## config.mk

```make
export PLATFORM = sky130hd
export DESIGN_NAME = smc_stream
export DESIGN_NICKNAME = d
export VERILOG_FILES = /design/src/rtl/smc_stream.sv
export SDC_FILE = /design/constraint.sdc
export NUM_CORES = 1
export LEC_CHECK = 0
export CORE_UTILIZATION = 50
export DETAILED_ROUTE_END_ITERATION = 10
export PLACE_DENSITY_LB_ADDON = 0.05
export SLEW_MARGIN = 20
export SYNTH_ARGS = -nofsm -noshare
export SYNTH_HDL_FRONTEND = slang
export SYNTH_SLANG_ARGS = --single-unit
export TNS_END_PERCENT = 10
```

## constraint.sdc

```tcl
create_clock -name clk -period 14.6 [get_ports clk]
set_input_delay 2.19 -clock clk [delete_from_list [all_inputs] [get_ports clk]]
set_output_delay 2.19 -clock clk [all_outputs]
set_load 0.01 [all_outputs]
```

## src/rtl/smc_stream.sv

```systemverilog
// Streaming transistor evaluator: per-device ID or gm is insertion-sorted as it arrives,
// then a weighted sum of the TOPK largest or smallest results is emitted as a one-cycle pulse.
module smc_stream #(
    parameter int unsigned VW    = 3,
    parameter int unsigned N_DEV = 6,
    parameter int unsigned TOPK  = 3,
    parameter int unsigned OUT_W = 10
) (
    input  logic             clk,
    input  logic             rst,
    input  logic             in_valid,
    output logic             in_ready,
    input  logic [1:0]       mode,
    input  logic [VW-1:0]    W,
    input  logic [VW-1:0]    V_GS,
    input  logic [VW-1:0]    V_DS,
    output logic             out_valid,
    output logic [OUT_W-1:0] out_n
);

    localparam int unsigned VAL_W = 3 * VW;
    localparam int unsigned PW    = 4 * VW + 3;
    localparam int unsigned CW    = $clog2(N_DEV + 1);
    localparam int unsigned SW    = $clog2(N_DEV);
    localparam int unsigned IW    = (TOPK > 1) ? $clog2(TOPK) : 1;

    typedef enum logic [1:0] {StIdle, StLoad, StAcc, StOut} state_e;

    state_e           r_state, w_state_next;
    logic [CW-1:0]    r_cnt;
    logic [IW-1:0]    r_idx;
    logic [1:0]       r_mode;
    logic [OUT_W-1:0] r_acc;
    logic [VAL_W-1:0] r_s [N_DEV];

    logic [PW-1:0]    w_w, w_gs, w_ds, w_ov, w_id_num, w_gm_num;
    logic             w_id_mode, w_accept;
    logic [VAL_W-1:0] w_val;
    logic [VAL_W-1:0] w_base [N_DEV];
    logic [VAL_W-1:0] w_ins [N_DEV];
    logic [N_DEV-1:0] w_gt;
    logic [SW-1:0]    w_gidx;
    logic [OUT_W-1:0] w_wt, w_term;

    always_comb begin
        w_w      = PW'(W);
        w_gs     = PW'(V_GS);
        w_ds     = PW'(V_DS);
        w_ov     = w_gs - PW'(1);
        w_id_num = '0;
        w_gm_num = '0;
        if (V_GS != '0) begin
            if (w_ov > w_ds) begin
                w_id_num = w_w * (((w_ov * w_ds) << 1) - w_ds * w_ds);
                w_gm_num = (w_w * w_ds) << 1;
            end else begin
                w_id_num = w_w * w_ov * w_ov;
                w_gm_num = (w_w * w_ov) << 1;
            end
        end
    end

    // Beat 0 uses the live mode; later beats use the copy latched on beat 0.
    assign w_id_mode = (r_state == StIdle) ? mode[0] : r_mode[0];
    assign w_val     = VAL_W'((w_id_mode ? w_id_num : w_gm_num) / PW'(3));
    assign w_accept  = in_valid & in_ready;

    // Descending insertion; a fresh transaction starts from an all-zero array.
    always_comb begin
        for (int i = 0; i < N_DEV; i++) begin
            w_base[i] = (r_state == StIdle) ? '0 : r_s[i];
            w_gt[i]   = w_val > w_base[i];
        end
        w_ins[0] = w_gt[0] ? w_val : w_base[0];
        for (int i = 1; i < N_DEV; i++) begin
            if (!w_gt[i]) begin
                w_ins[i] = w_base[i];
            end else if (w_gt[i-1]) begin
                w_ins[i] = w_base[i-1];
            end else begin
                w_ins[i] = w_val;
            end
        end
    end

    assign w_gidx = r_mode[1] ? SW'(r_idx) : SW'(r_idx) + SW'(N_DEV - TOPK);
    assign w_wt   = r_mode[0] ? OUT_W'(TOPK) + OUT_W'(r_idx) : OUT_W'(1);
    assign w_term = OUT_W'(r_s[w_gidx]) * w_wt;

    always_comb begin
        w_state_next = r_state;
        in_ready     = 1'b0;
        out_valid    = 1'b0;
        out_n        = '0;
        unique case (r_state)
            StIdle: begin
                in_ready = 1'b1;
                if (in_valid) w_state_next = (N_DEV == 1) ? StAcc : StLoad;
            end
            StLoad: begin
                in_ready = 1'b1;
                if (in_valid && r_cnt == CW'(N_DEV - 1)) w_state_next = StAcc;
            end
            StAcc: begin
                if (r_idx == IW'(TOPK - 1)) w_state_next = StOut;
            end
            StOut: begin
                out_valid    = 1'b1;
                out_n        = r_acc;
                w_state_next = StIdle;
            end
            default: w_state_next = StIdle;
        endcase
    end

    always_ff @(posedge clk or posedge rst) begin
        if (rst) begin
            r_state <= StIdle;
            r_cnt   <= '0;
            r_idx   <= '0;
            r_mode  <= '0;
            r_acc   <= '0;
            for (int i = 0; i < N_DEV; i++) r_s[i] <= '0;
        end else begin
            r_state <= w_state_next;
            if (w_accept) begin
                for (int i = 0; i < N_DEV; i++) r_s[i] <= w_ins[i];
                if (r_state == StIdle) begin
                    r_mode <= mode;
                    r_cnt  <= CW'(1);
                    r_acc  <= '0;
                    r_idx  <= '0;
                end else begin
                    r_cnt <= r_cnt + CW'(1);
                end
            end
            if (r_state == StAcc) begin
                r_acc <= r_acc + w_term;
                r_idx <= r_idx + IW'(1);
            end
        end
    end

endmodule

```

### Word level (Yosys, flattened, before mapping)

Cells that the tools add are included.

* equal/unequal tests: 8
* $add $sub $neg: 7
* shifts and indexed selects: 0
* multipliers: 7
* bitwise logic cells: 2
* divide/modulo/power cells: 1
* reduce and logical (&&, ||, !) cells: 9
* order comparisons: 8
* mux-type cells: 42

Operator list (number)
* two-way mux 9 bit: 19
* two-way mux 15 bit: 5
* greater-than comparator 9 bit: 6
* two-way mux 10 bit: 4
* binary-select mux 9 bit (select 3 bit): 1
* multiplier 4 x 4 -> 8 bit: 2
* divider 15 x 2 -> 15 bit (second input constant): 1
* greater-than comparator 15 x 3 -> 1 bit: 1
* multiplier 4 x 10 -> 14 bit: 1
* multiplier 3 x 3 -> 6 bit: 2
* multiplier 8 x 4 -> 12 bit: 1
* two-way mux 2 bit: 6
* adder 10 bit: 1
* multiplier 9 x 3 -> 10 bit: 1
* subtractor 9 x 7 -> 10 bit: 1
* two-way mux 3 bit: 3
* case mux 2 bit (4 select lines): 1
* equality test 2 bit (second input constant): 3
* inequality test 2 bit (second input constant): 3
* >= comparator 4 bit (second input constant): 1
* NOT 3 -> 4 bit: 1
* AND reduction 2 bit: 2
* nonzero test 2 bit: 2
* subtractor 3 x 1 -> 4 bit (second input constant): 1
* 13 further kinds: 15

* bits in latches: 0
* register bits after elaboration: 73
* memories kept: 0
* bits in read-only memories: 0
* memory bits (writable): 0

### Logic depth before layout (Yosys ltp)

* depth in word-level cells: 11
* depth in mapped cells: 65
* gate-level depth less buffers: 60

### Least setup slack after synthesis

OpenSTA, ideal clock, no wires.

* kind: input port to flip-flop
* start: in V_GS[0]
* end: reg r_s[0] in the netlist's numbering
* setup slack: 0.957 ns
* cell stages on the path: 56
* path buffers: 2
* required time: 14.508 ns
* data arrival time: 13.551 ns
* path through: clkbuf_1 -> inv_1 -> ha_1 -> xnor2_1 -> clkinv_1 -> nand2_1 -> fa_1 -> inv_1 -> ha_1 -> inv_1 -> fa_1 -> inv_1 -> ha_1 -> inv_1 -> fa_1 -> or2_2 -> fa_1 -> inv_1 -> (+20 left out) -> o21ai_0 -> a21oi_1 -> a32o_2 -> ha_1 -> nor2b_1 -> o21a_1 -> o21a_1 -> o21ai_0 -> nand2b_1 -> a21oi_1 -> nor2b_1 -> o21ai_0 -> nand2b_1 -> a21oi_1 -> a41oi_1 -> o21ai_0 -> a21oi_1 -> o31ai_2

* cells in the longest elaborated chain, start to end: 11
* elaborated cells on any way between the ends: 18
* those cells by class: add/sub (2); mul (4); div (1); order compare (3); mux (7); reduce/logical (1)

Ends and longest elaborated chain
* from (decl): RTL line 15 `input logic [VW-1:0] V_GS,`
* subtractor 3 x 1 -> 4 bit: RTL line 49 `w_ov = w_gs - PW'(1);`
* multiplier 4 x 4 -> 8 bit: RTL line 54 `w_id_num = w_w * (((w_ov * w_ds) << 1) - w_ds * w_ds);`
* subtractor 9 x 7 -> 10 bit: RTL line 54
* multiplier 4 x 10 -> 14 bit: RTL line 54
* two-way mux 15 bit: RTL line 53 `if (w_ov > w_ds) begin`
* two-way mux 15 bit: RTL line 52 `if (V_GS != '0) begin`
* two-way mux 15 bit (*): RTL line 65 `assign w_val = VAL_W'((w_id_mode ? w_id_num : w_gm_num) / PW'(3));`
* divider 15 x 2 -> 15 bit (*): RTL line 65
* greater-than comparator 9 bit: RTL line 72 `w_gt[i] = w_val > w_base[i];`
* two-way mux 9 bit: RTL line 78 `end else if (w_gt[i-1]) begin`
* two-way mux 9 bit (*): RTL line 76 `if (!w_gt[i]) begin`
* to (decl): RTL line 34 `logic [VAL_W-1:0] r_s [N_DEV];`

Mark *: on every way between the ends. The rest lies on a longest branch, timed or not.
A chain may end at the register's enable or synchronous reset.

### Worst setup path in the final report

Ends and elaborated chain as after synthesis.

==> implementation parameters <==
Parameter                              Value

Outcome
  Result of the run    completed

Worst hold path
  Worst hold path type    flip-flop to flip-flop

Clocking
  Number of buffers between clock root and the deepest sink    2
  Clock-pin slew on the worst setup and hold paths    60 ps
  Clock tree from TritonCTS    done
  TritonCTS Sinks    73
  Number of hold-repair buffers added at the cts stage    0
  CTS root buf    clkbuf_16
  Clock insertion delay at the later pin of the skew report    340 ps
  Number of levels the H-tree was split into    3
  Number of buffers added by the clock tree synthesis step    9

Routing
  Total via count after detailed routing    9939
  Starting DRC count in detailed routing    521
  Drt drc    0
  Post-route antenna net violation count    0
  Number of iterations in the first detailed-routing pass    5
  Average wire length per cell after detail routing    16.84 um
  Routed Wire Length    29.36 mm
  Via/cell ratio    5.702

Logic synthesis
  Primary FF master, synth    dfrtp_1
  Number of enable-type register cells in the synthesized netlist    0
  Cell type with the largest total area after synthesis    ha_1
  Instance count of the mapped netlist    1432
  Share of async-settable or async-resettable flops after synthesis    1.000
  Number of different library cells in the post-synthesis netlist    91
  Yosys reg bits    73
  Number of nets produced by synthesis    1663
  Count leader, synth    ha_1
  Synth Warn #    0
  Netlist area before placement    0.01162 mm2
  Commonest cells in the netlist    ha_1 (165), inv_1 (141), nand2_1 (123), a21oi_1 (117), nor2_1 (107)
  Top cells by area, synth    ha_1 (18%), dfrtp_1 (16%), fa_1 (9.0%)
  Proportion of synthesized chip area in sequential cells    0.1572
  Syn Area/Cell    8.113 um2
  Area share of the largest cell type after synthesis    0.1777

STA
  Accumulated negative setup slack    0 ps
  Final Cycle Share    0.9480
  Final critical path time including I/O delays and setup    13840 ps
  Worst clock skew    7.595 ps
  Worst slew slack as a fraction of its limit    0.3452
  Final max-slew violation count    0
  Transition at the pin with the smallest max-transition slack    982.2 ps
  Max Clock Freq    0.07225 GHz
  Setup repair after global routing missed its margin    false
  Hold slack final    486.1 ps
  Total count of hold-check failures in the final report    0
  Final setup viols    0

Layout
  Ratio of cells with drive above 1 in the final layout    0.08230
  Diodes inserted    0
  Number of nets in the layout    1685
  Seq. cell area    0.001827 mm2
  Filler Cells Inserted    2220
  Synthesis-to-layout area growth    9.123%
  Area of the multi-input gates    0.009101 mm2

Worst setup path
  Arrival time at the worst endpoint    14050 ps
  Category of the most critical setup path    primary input to flip-flop
  Critical path's top delay family    compound AO/OA/AOI/OAI gates
  Highest fanout seen on the critical path    9
  Crit-path max cell delay    550 ps
  Number of buffers and inverters on the critical path    10
  Critical Path Sink Type    flip-flop
  Worst setup SP type    primary input
  Critical Path RT    14810 ps
  Slowest library cell on the worst path    fa_1

Die
  Row cnt    55
  Vert. Die Dim    154.4 um
  Area of the core    0.02271 mm2
  Chip width    154.4 um
  Starting utilization of the core area    0.5116
  Die ar.    0.02385 mm2
  I/O pin total    26

Global route
  Antenna violations before repair    0
  Maximum number of pins on one net before global-route repair    74
  Global-route wire length before repair    49.11 mm
  Total routing usage reported by global routing    0.2548
  Global route total overflow    0
  Via count of the first global-routing pass    9731

Place
  Port buffer count    25
  HPWL reported at the end of detailed placement    23.24 mm
  Final Wtd Congestion    0.8448

Job
  Max-capacitance violation count    0
[metrics by stage]
step / cells / worst slack, ps / util / cell area, um2
finish: 1743 / 759.1 / 0.5582 / 12680
detailed placement: 1723 / 147.2 / 0.5404 / 12270
global route: 1743 / 0.7123 / 0.5582 / 12680
global placement: 1723 / 329.9 / 0.5404 / 12270
CTS: 1738 / 472.8 / 0.5540 / 12580
floorplan: 1432 / 956.8 / - / 11620
[cell type report]
cell class | count | area share
clock buffer | 9 | 0.01777
clock inverter | 6 | 0.006613
inverter | 144 | 0.04264
multi-input combinational | 1162 | 0.7179
sequential | 73 | 0.1441
tap | 285 | 0.02813
timing repair buffer | 64 | 0.04283
[timing repair]
item,in CTS,in global routing
buffers inserted,0,4
endpoints found under the setup margin,0,44
gates resized for setup,0,13
[layer usage]
metal | GRT usage | wire [um]
met5 | 0 | 0
met4 | 0.07826 | 686
met3 | 0.02017 | 727
met2 | 0.4592 | 14640
met1 | 0.3231 | 13310
[registers in the layout, indices dropped and copies added (netlist names)]
register / flops
r_cnt: 3
r_state: 2
r_acc: 10
r_idx: 2
r_s: 54
r_mode: 2
[kinds of logic after synthesis]
family	count (synthesis)	synth area share
buffers and inverters	198	0.06721
AO/OA/AOI/OAI	339	0.1910
AND/OR/NAND/NOR	507	0.2251
adder cells (fa/ha/maj)	217	0.2673
flip-flops	73	0.1572
multiplexers	55	0.05913
XOR/XNOR	43	0.03306
[placed cells by master, fill, tap and decap left out, types with 39 or more instances in the layout]
cell type,count
a21oi_1,111
and2_1,51
buf_4,39
dfrtp_1,73
fa_1,52
ha_1,164
inv_1,140
mux2i_1,39
nand2_1,122
nand2b_1,83
nor2_1,107
nor2b_1,44
o21ai_0,80
[path summary, 6_finish.rpt]
path / from / endpoint / slack (ps) / cells after the start
worst max-delay path: V_GS[0] / r_s[0] / 760 / 58
worst min-delay path: r_cnt[2] / r_cnt[2] / 490 / 1
min in group asynchronous: rst / r_acc[8] / 2470 / 3
max in group asynchronous: rst / r_s[11] / 11490 / 3
worst min register to register: r_cnt[2] / r_cnt[2] / 490 / 1
worst max register to register: r_state[0] / r_s[0] / 6400 / 40
Power is left out: the tool's default activity adds up to more than one toggle a clock period on the data nets, which glitch-free logic cannot reach.
